===== config.mk =====
export PLATFORM = sky130hd
export DESIGN_NAME = load_store_unit
export DESIGN_NICKNAME = d
export VERILOG_FILES = /design/src/rtl/lsu_pkg.sv /design/src/rtl/load_store_unit_byte_lane.sv /design/src/rtl/load_store_unit.sv
export SDC_FILE = /design/constraint.sdc
export NUM_CORES = 1
export LEC_CHECK = 0
export ABC_AREA = 0
export CAP_MARGIN = 0
export CORE_MARGIN = 2
export CORE_UTILIZATION = 51
export CTS_CLUSTER_DIAMETER = 40
export DETAILED_ROUTE_END_ITERATION = 10
export DONT_BUFFER_PORTS = 1
export PLACE_DENSITY = 0.68
export SKIP_CTS_REPAIR_TIMING = 1
export SLEW_MARGIN = 30
export SYNTH_ARGS = -nofsm -noshare
export SYNTH_HDL_FRONTEND = slang
export SYNTH_SLANG_ARGS = --single-unit

===== constraint.sdc =====
create_clock -name clk -period 4.25 [get_ports clk]
set_input_delay 0.425 -clock clk [delete_from_list [all_inputs] [get_ports clk]]
set_output_delay 0.425 -clock clk [all_outputs]
set_load 0.02 [all_outputs]

===== src/rtl/lsu_pkg.sv =====
// Shared types and constants for the load/store unit: FSM state encoding,
// the byte-access request latch and the byte-lane helper functions.
package lsu_pkg;

   localparam int WORD_ADDR_W = 8;
   localparam int DATA_W      = 16;
   localparam int BYTE_W      = 8;

   typedef enum logic [1:0] {
      IDLE,
      READ,
      WRITE,
      RESP
   } lsu_state_t;

   // Request fields that only matter for byte accesses.
   typedef struct packed {
      logic              is_byte;
      logic              is_signed;
      logic              lane;
      logic [BYTE_W-1:0] wbyte;
   } lsu_byte_req_t;

   // Little-endian lane select followed by zero- or sign-extension.
   function automatic logic [DATA_W-1:0] extract_byte(
      input logic [DATA_W-1:0] word,
      input logic              lane,
      input logic              sign_ext
   );
      logic [BYTE_W-1:0] sel;
      sel = lane ? word[DATA_W-1:BYTE_W] : word[BYTE_W-1:0];
      return {{(DATA_W-BYTE_W){sign_ext & sel[BYTE_W-1]}}, sel};
   endfunction

   // Replace one lane of the word, keeping the other lane as read.
   function automatic logic [DATA_W-1:0] merge_byte(
      input logic [DATA_W-1:0] word,
      input logic              lane,
      input logic [BYTE_W-1:0] wbyte
   );
      return lane ? {wbyte, word[BYTE_W-1:0]} : {word[DATA_W-1:BYTE_W], wbyte};
   endfunction

endpackage


===== src/rtl/load_store_unit_byte_lane.sv =====
// lsu_byte_lane: combinational byte extract/extend for loads and byte merge
// for read-modify-write stores. Instantiated only when LSU_BYTE_ACCESS_EN is defined.
module lsu_byte_lane
   import lsu_pkg::*;
(
   input  logic [DATA_W-1:0] word,
   input  logic              lane,
   input  logic              sign_ext,
   input  logic [BYTE_W-1:0] wbyte,
   output logic [DATA_W-1:0] load_data,
   output logic [DATA_W-1:0] merged
);

   assign load_data = extract_byte(word, lane, sign_ext);
   assign merged    = merge_byte(word, lane, wbyte);

endmodule


===== src/rtl/load_store_unit.sv =====
// load_store_unit: sequences one CPU load/store at a time onto a 256x16 memory.
// Byte loads and read-modify-write byte stores are built only with LSU_BYTE_ACCESS_EN.
module load_store_unit #(
   parameter int ADDR_W = 9,
   parameter int DATA_W = 16
) (
   input  logic              clk,
   input  logic              rst_n,
   input  logic              req_valid,
   output logic              req_ready,
   input  logic              req_we,
   input  logic              req_byte,
   input  logic              req_signed,
   input  logic [ADDR_W-1:0] req_addr,
   input  logic [DATA_W-1:0] req_wdata,
   output logic              resp_valid,
   input  logic              resp_ready,
   output logic [DATA_W-1:0] resp_rdata,
   output logic [ADDR_W-2:0] mem_addr,
   output logic [DATA_W-1:0] mem_wdata,
   output logic              mem_read_en,
   output logic              mem_write_en,
   input  logic [DATA_W-1:0] mem_rdata
);
   import lsu_pkg::*;

   lsu_state_t        state_q, state_d;
   logic              accept;
   logic              byte_req;
   logic              we_q;
   logic [ADDR_W-2:0] mem_addr_q;
   logic [DATA_W-1:0] mem_wdata_q;
   logic [DATA_W-1:0] resp_rdata_q;
   logic [DATA_W-1:0] load_result;
   logic [DATA_W-1:0] store_word;

`ifdef LSU_BYTE_ACCESS_EN
   lsu_byte_req_t     byte_q;
   logic [DATA_W-1:0] lane_load;
   logic [DATA_W-1:0] lane_merged;

   always_ff @(posedge clk or negedge rst_n) begin
      if (!rst_n) begin
         byte_q <= '0;
      end else if (accept) begin
         byte_q <= '{is_byte:   req_byte,
                     is_signed: req_signed,
                     lane:      req_addr[0],
                     wbyte:     req_wdata[BYTE_W-1:0]};
      end
   end

   lsu_byte_lane u_byte_lane (
      .word      (mem_rdata),
      .lane      (byte_q.lane),
      .sign_ext  (byte_q.is_signed),
      .wbyte     (byte_q.wbyte),
      .load_data (lane_load),
      .merged    (lane_merged)
   );

   assign byte_req    = req_byte;
   assign load_result = byte_q.is_byte ? lane_load : mem_rdata;
   assign store_word  = lane_merged;
`else
   // Byte controls and the lane bit have no function in a word-only build.
   logic unused_ok;
   assign unused_ok = &{1'b0, req_byte, req_signed, req_addr[0]};

   assign byte_req    = 1'b0;
   assign load_result = mem_rdata;
   // Stores never pass through READ here, so this path is never selected.
   assign store_word  = mem_rdata;
`endif

   assign accept = req_ready & req_valid;

   // NOTE: sequential state uses non-blocking (<=) so every flop samples pre-edge values.
   always_ff @(posedge clk or negedge rst_n) begin
      if (!rst_n) begin
         state_q <= IDLE;
      end else begin
         state_q <= state_d;
      end
   end

   // NOTE: every output gets a default before the case, so no latches are inferred.
   always_comb begin
      state_d      = state_q;
      req_ready    = 1'b0;
      resp_valid   = 1'b0;
      mem_read_en  = 1'b0;
      mem_write_en = 1'b0;
      case (state_q)
         IDLE: begin
            req_ready = 1'b1;
            if (req_valid) begin
               state_d = (req_we && !byte_req) ? WRITE : READ;
            end
         end
         READ: begin
            mem_read_en = 1'b1;
            state_d     = we_q ? WRITE : RESP;
         end
         WRITE: begin
            mem_write_en = 1'b1;
            state_d      = RESP;
         end
         RESP: begin
            resp_valid = 1'b1;
            if (resp_ready) begin
               state_d = IDLE;
            end
         end
         default: state_d = IDLE;
      endcase
   end

   // Address and write data are registered at accept so they are stable for the
   // whole access and simply hold afterwards.
   always_ff @(posedge clk or negedge rst_n) begin
      if (!rst_n) begin
         we_q         <= 1'b0;
         mem_addr_q   <= '0;
         mem_wdata_q  <= '0;
         resp_rdata_q <= '0;
      end else begin
         if (accept) begin
            we_q       <= req_we;
            mem_addr_q <= req_addr[ADDR_W-1:1];
            if (req_we && !byte_req) begin
               mem_wdata_q <= req_wdata;
            end
         end
         if (state_q == READ) begin
            if (we_q) begin
               mem_wdata_q <= store_word;
            end else begin
               resp_rdata_q <= load_result;
            end
         end
         if (state_q == WRITE) begin
            resp_rdata_q <= '0;
         end
      end
   end

   assign mem_addr   = mem_addr_q;
   assign mem_wdata  = mem_wdata_q;
   assign resp_rdata = resp_rdata_q;

endmodule


==> impl_results.md <==
- Final Setup Violations: 0
- TritonCTS Sinks: 43
- Layout cells sized above 1: 18.7%
- CTS tree: built
- Yosys reg bits: 43
- RSZ-0062 raised after global routing: false
- Syn_nets: 234
- Root buffer cell: clkbuf_8
- Min-delay worst type: in -> reg
- Critical Path RT: 4.42 ns
- Largest net degree at the start of global routing: 44
- Vias: between 1,000 and 1,500
- Max-Slew Margin vs Limit: 38.0%
- Clock Path Buffers: 2
- Die Width: 66.8 um
- ANT nets after route: 0
- Nets: 234
- Starting Density: 54.2%
- CP startpoint: state_q[0]$_DFFE_PN0P_
- Max-cap viol count: 0
- Met3 routed WL: 373 um
- Met2 WL post-DR: around 2100 um
- Setup Skew: 0.00502 ns
- Core area: 0.00372 mm^2
- Syn avg cell area: 11.1 um^2
- Dpl ws: between 1.5 and 2 ns
- Worst path arrival time: 2.41 ns
- Synthesized area: 0.00201 mm^2
- Worst Path Max Fanout: 19
- Global-route wire length before repair: 6690 um
- Worst-path clk slew: 0.08 ns
- ANT cells: 0
- DRC violations left: 0
- R2R setup slack: 2.01 ns
- Final worst-path setup slack: 2.01 ns
- Chip height: around 67 um
- Row count: 22
- Distinct cell type count after synthesis: 22
- Fin cells: 230
- DR iter-0 viols: 100
- Worst setup EP type: flip-flop
- GPL Wtd Cong: 0.706
- Overall routed net length: 4240 um
- IO buf count: 0
- Reg-to-reg endpoint: resp_rdata[0]$_DFFE_PN0P_
- HP Start: req_wdata[0]
- Slowest cell on the critical path: o21ai_4
- Detail Placement HPWL: 3140 um
- Die area: around 0.0045 mm^2
- M1 WL: 1730 um
- Final Hold Viols: 0
- Commonest cells after routing, fill and taps aside: 43 x dfrtp_1, 36 x nand2_1, 16 x nor2_1, 16 x a31oi_1
- DP Cell Count: 220
- CP Class: reg -> reg
- Final setup TNS: 0 ns
- Worst path cell trace: inv_1 > ha_1 > o21ai_4 > mux2_2
- Drt wl/cell: 18.4 um
- Critical Path Start Type: flip-flop
- Most common cell after layout, fill and taps aside: dfrtp_1
- Cell family with most CP delay: compound AO/OA/AOI/OAI gates
- Top sig layer: met4
- Tightest Pin Transition: between 0.9 and 1 ns
- Worst r2r path cells: 4
- Critical path's largest stage delay: 0.70 ns
- Pleak: 0.000992 uW
- DRT Pass-1 Iters: 4
- Initial antenna violation count: 0
- # IOs: a little over 90
- Clock Latency Late Sink: 0.29 ns
- Status: completed
- Reg2reg start: state_q[0]$_DFFE_PN0P_
- FMAX: around 0.45 GHz
- Vias per inst: about 5.8
- Hold Path End: mem_wdata[0]$_DFF_PN0_
- Remaining global-route overflow: 0
- Peak supply drop: between 0.3 and 0.4 mV
- Hold depth: 2
- Final min period: approximately 2.2 ns
- Buf+Inv Stages, Crit Path: 1
- Final period util: 52.7%
- CTS buffer count: 5
- Ys Warns: 0
- Vias in the first global route: 1,390
- Worst hold slack: 0.278 ns
- Sequential-to-total area share from yosys stat: 53.4%
- PwrDens: 946 mW/mm^2
- GRT Overall Usage: about 20%
- Area grow syn2layout: 5.59%
- H-tree depth: 2
- Cell count after synthesis: 181
- Max-slew violation count: 0
cell families (layout without fill, tap and decap cells):
logic type               count (synthesis)  count (layout)  synth area share (%)
AND/OR/NAND/NOR                         72              72                  15.8
flip-flops                              43              43                  53.4
multiplexers                            26              26                  16.3
AO/OA/AOI/OAI                           20              20                  6.71
buffers and inverters                   15              16                  4.54
adder cells (fa/ha/maj)                  5               5                  3.11
where the power goes:
| part | internal [uW] | leakage, uW | switching (uW) |
|---|---|---|---|
| combinational | 383 | 0.000436 | 363 |
| clock | 115 | 0.0000422 | 128 |
| sequential | 626 | 0.000514 | 396 |
per-layer routing:
metal / vias to the layer above / global-route usage (%)
met4: 0 / 6.38
met1: 661 / 25.3
met3: 5 / 7.09
met5: - / 0
li1: 600 / -
met2: 57 / 32.5
state kept, by name (all words and copies together), names as in the netlist:
register and cells:
resp_rdata 16, state_q 2, mem_addr 8, mem_wdata 16
we_q 1
how the worst max path moves through the flow:
stage                                  to  slack [ns]  depth (start not counted)
2_1_floorplan  resp_rdata[10]$_DFFE_PN0P_        2.52                          6
3_3_place_gp    resp_rdata[3]$_DFFE_PN0P_        2.08                          4
3_5_place_dp    resp_rdata[0]$_DFFE_PN0P_        1.98                          4
4_1_cts         resp_rdata[0]$_DFFE_PN0P_        1.98                          4
5_1_grt         resp_rdata[3]$_DFFE_PN0P_        1.89                          4
6_report        resp_rdata[0]$_DFFE_PN0P_        2.01                          4
layout make-up:
cell class / count / area (um^2)
clock buffer: 7 / 76.3
clock inverter: 1 / 5.00
fill: 323 / 1590
inverter: 6 / 22.5
multi-input combinational: 123 / 848
sequential: 43 / 1080
tap: 48 / 60.1
timing repair buffer: 2 / 37.5
synthesized netlist by cell type, drive strengths merged:
| master | count | area [um^2] |
|---|---|---|
| nor2 | 16 | 60.1 |
| a31oi | 16 | 100 |
| mux2i | 1 | 10.0 |
| ha | 5 | 62.6 |
| dfrtp | 43 | 1080 |
| and3 | 1 | 6.26 |
| o21ai | 2 | 21.3 |
| buf | 8 | 65.1 |
| nor2b | 15 | 93.8 |
| o22ai | 1 | 6.26 |
| o31ai | 1 | 7.51 |
| nand3 | 1 | 5.00 |
| nand2 | 37 | 139 |
| mux2 | 25 | 319 |
| inv | 6 | 22.5 |
| and2b | 2 | 15.0 |
| clkbuf | 1 | 3.75 |
through the flow:
stage / power [uW] / area [um^2] / utilization (%)
3_3_place_gp: 1720 / 2000 / 53.9
2_1_floorplan: 1670 / 2010 / -
3_5_place_dp: 1780 / 2000 / 53.9
5_1_grt: 2150 / 2130 / 57.2
4_1_cts: 2020 / 2090 / 56.1
6_report: 2010 / 2130 / 57.2
worst register-to-register path, stage by stage, from the launching register on:
cell	delay (ns)
dfrtp_1	0.38
inv_1	0.10
ha_1	0.53
o21ai_4	0.70
mux2_2	0.41
Note: power is estimated with default switching activity, not from simulation.
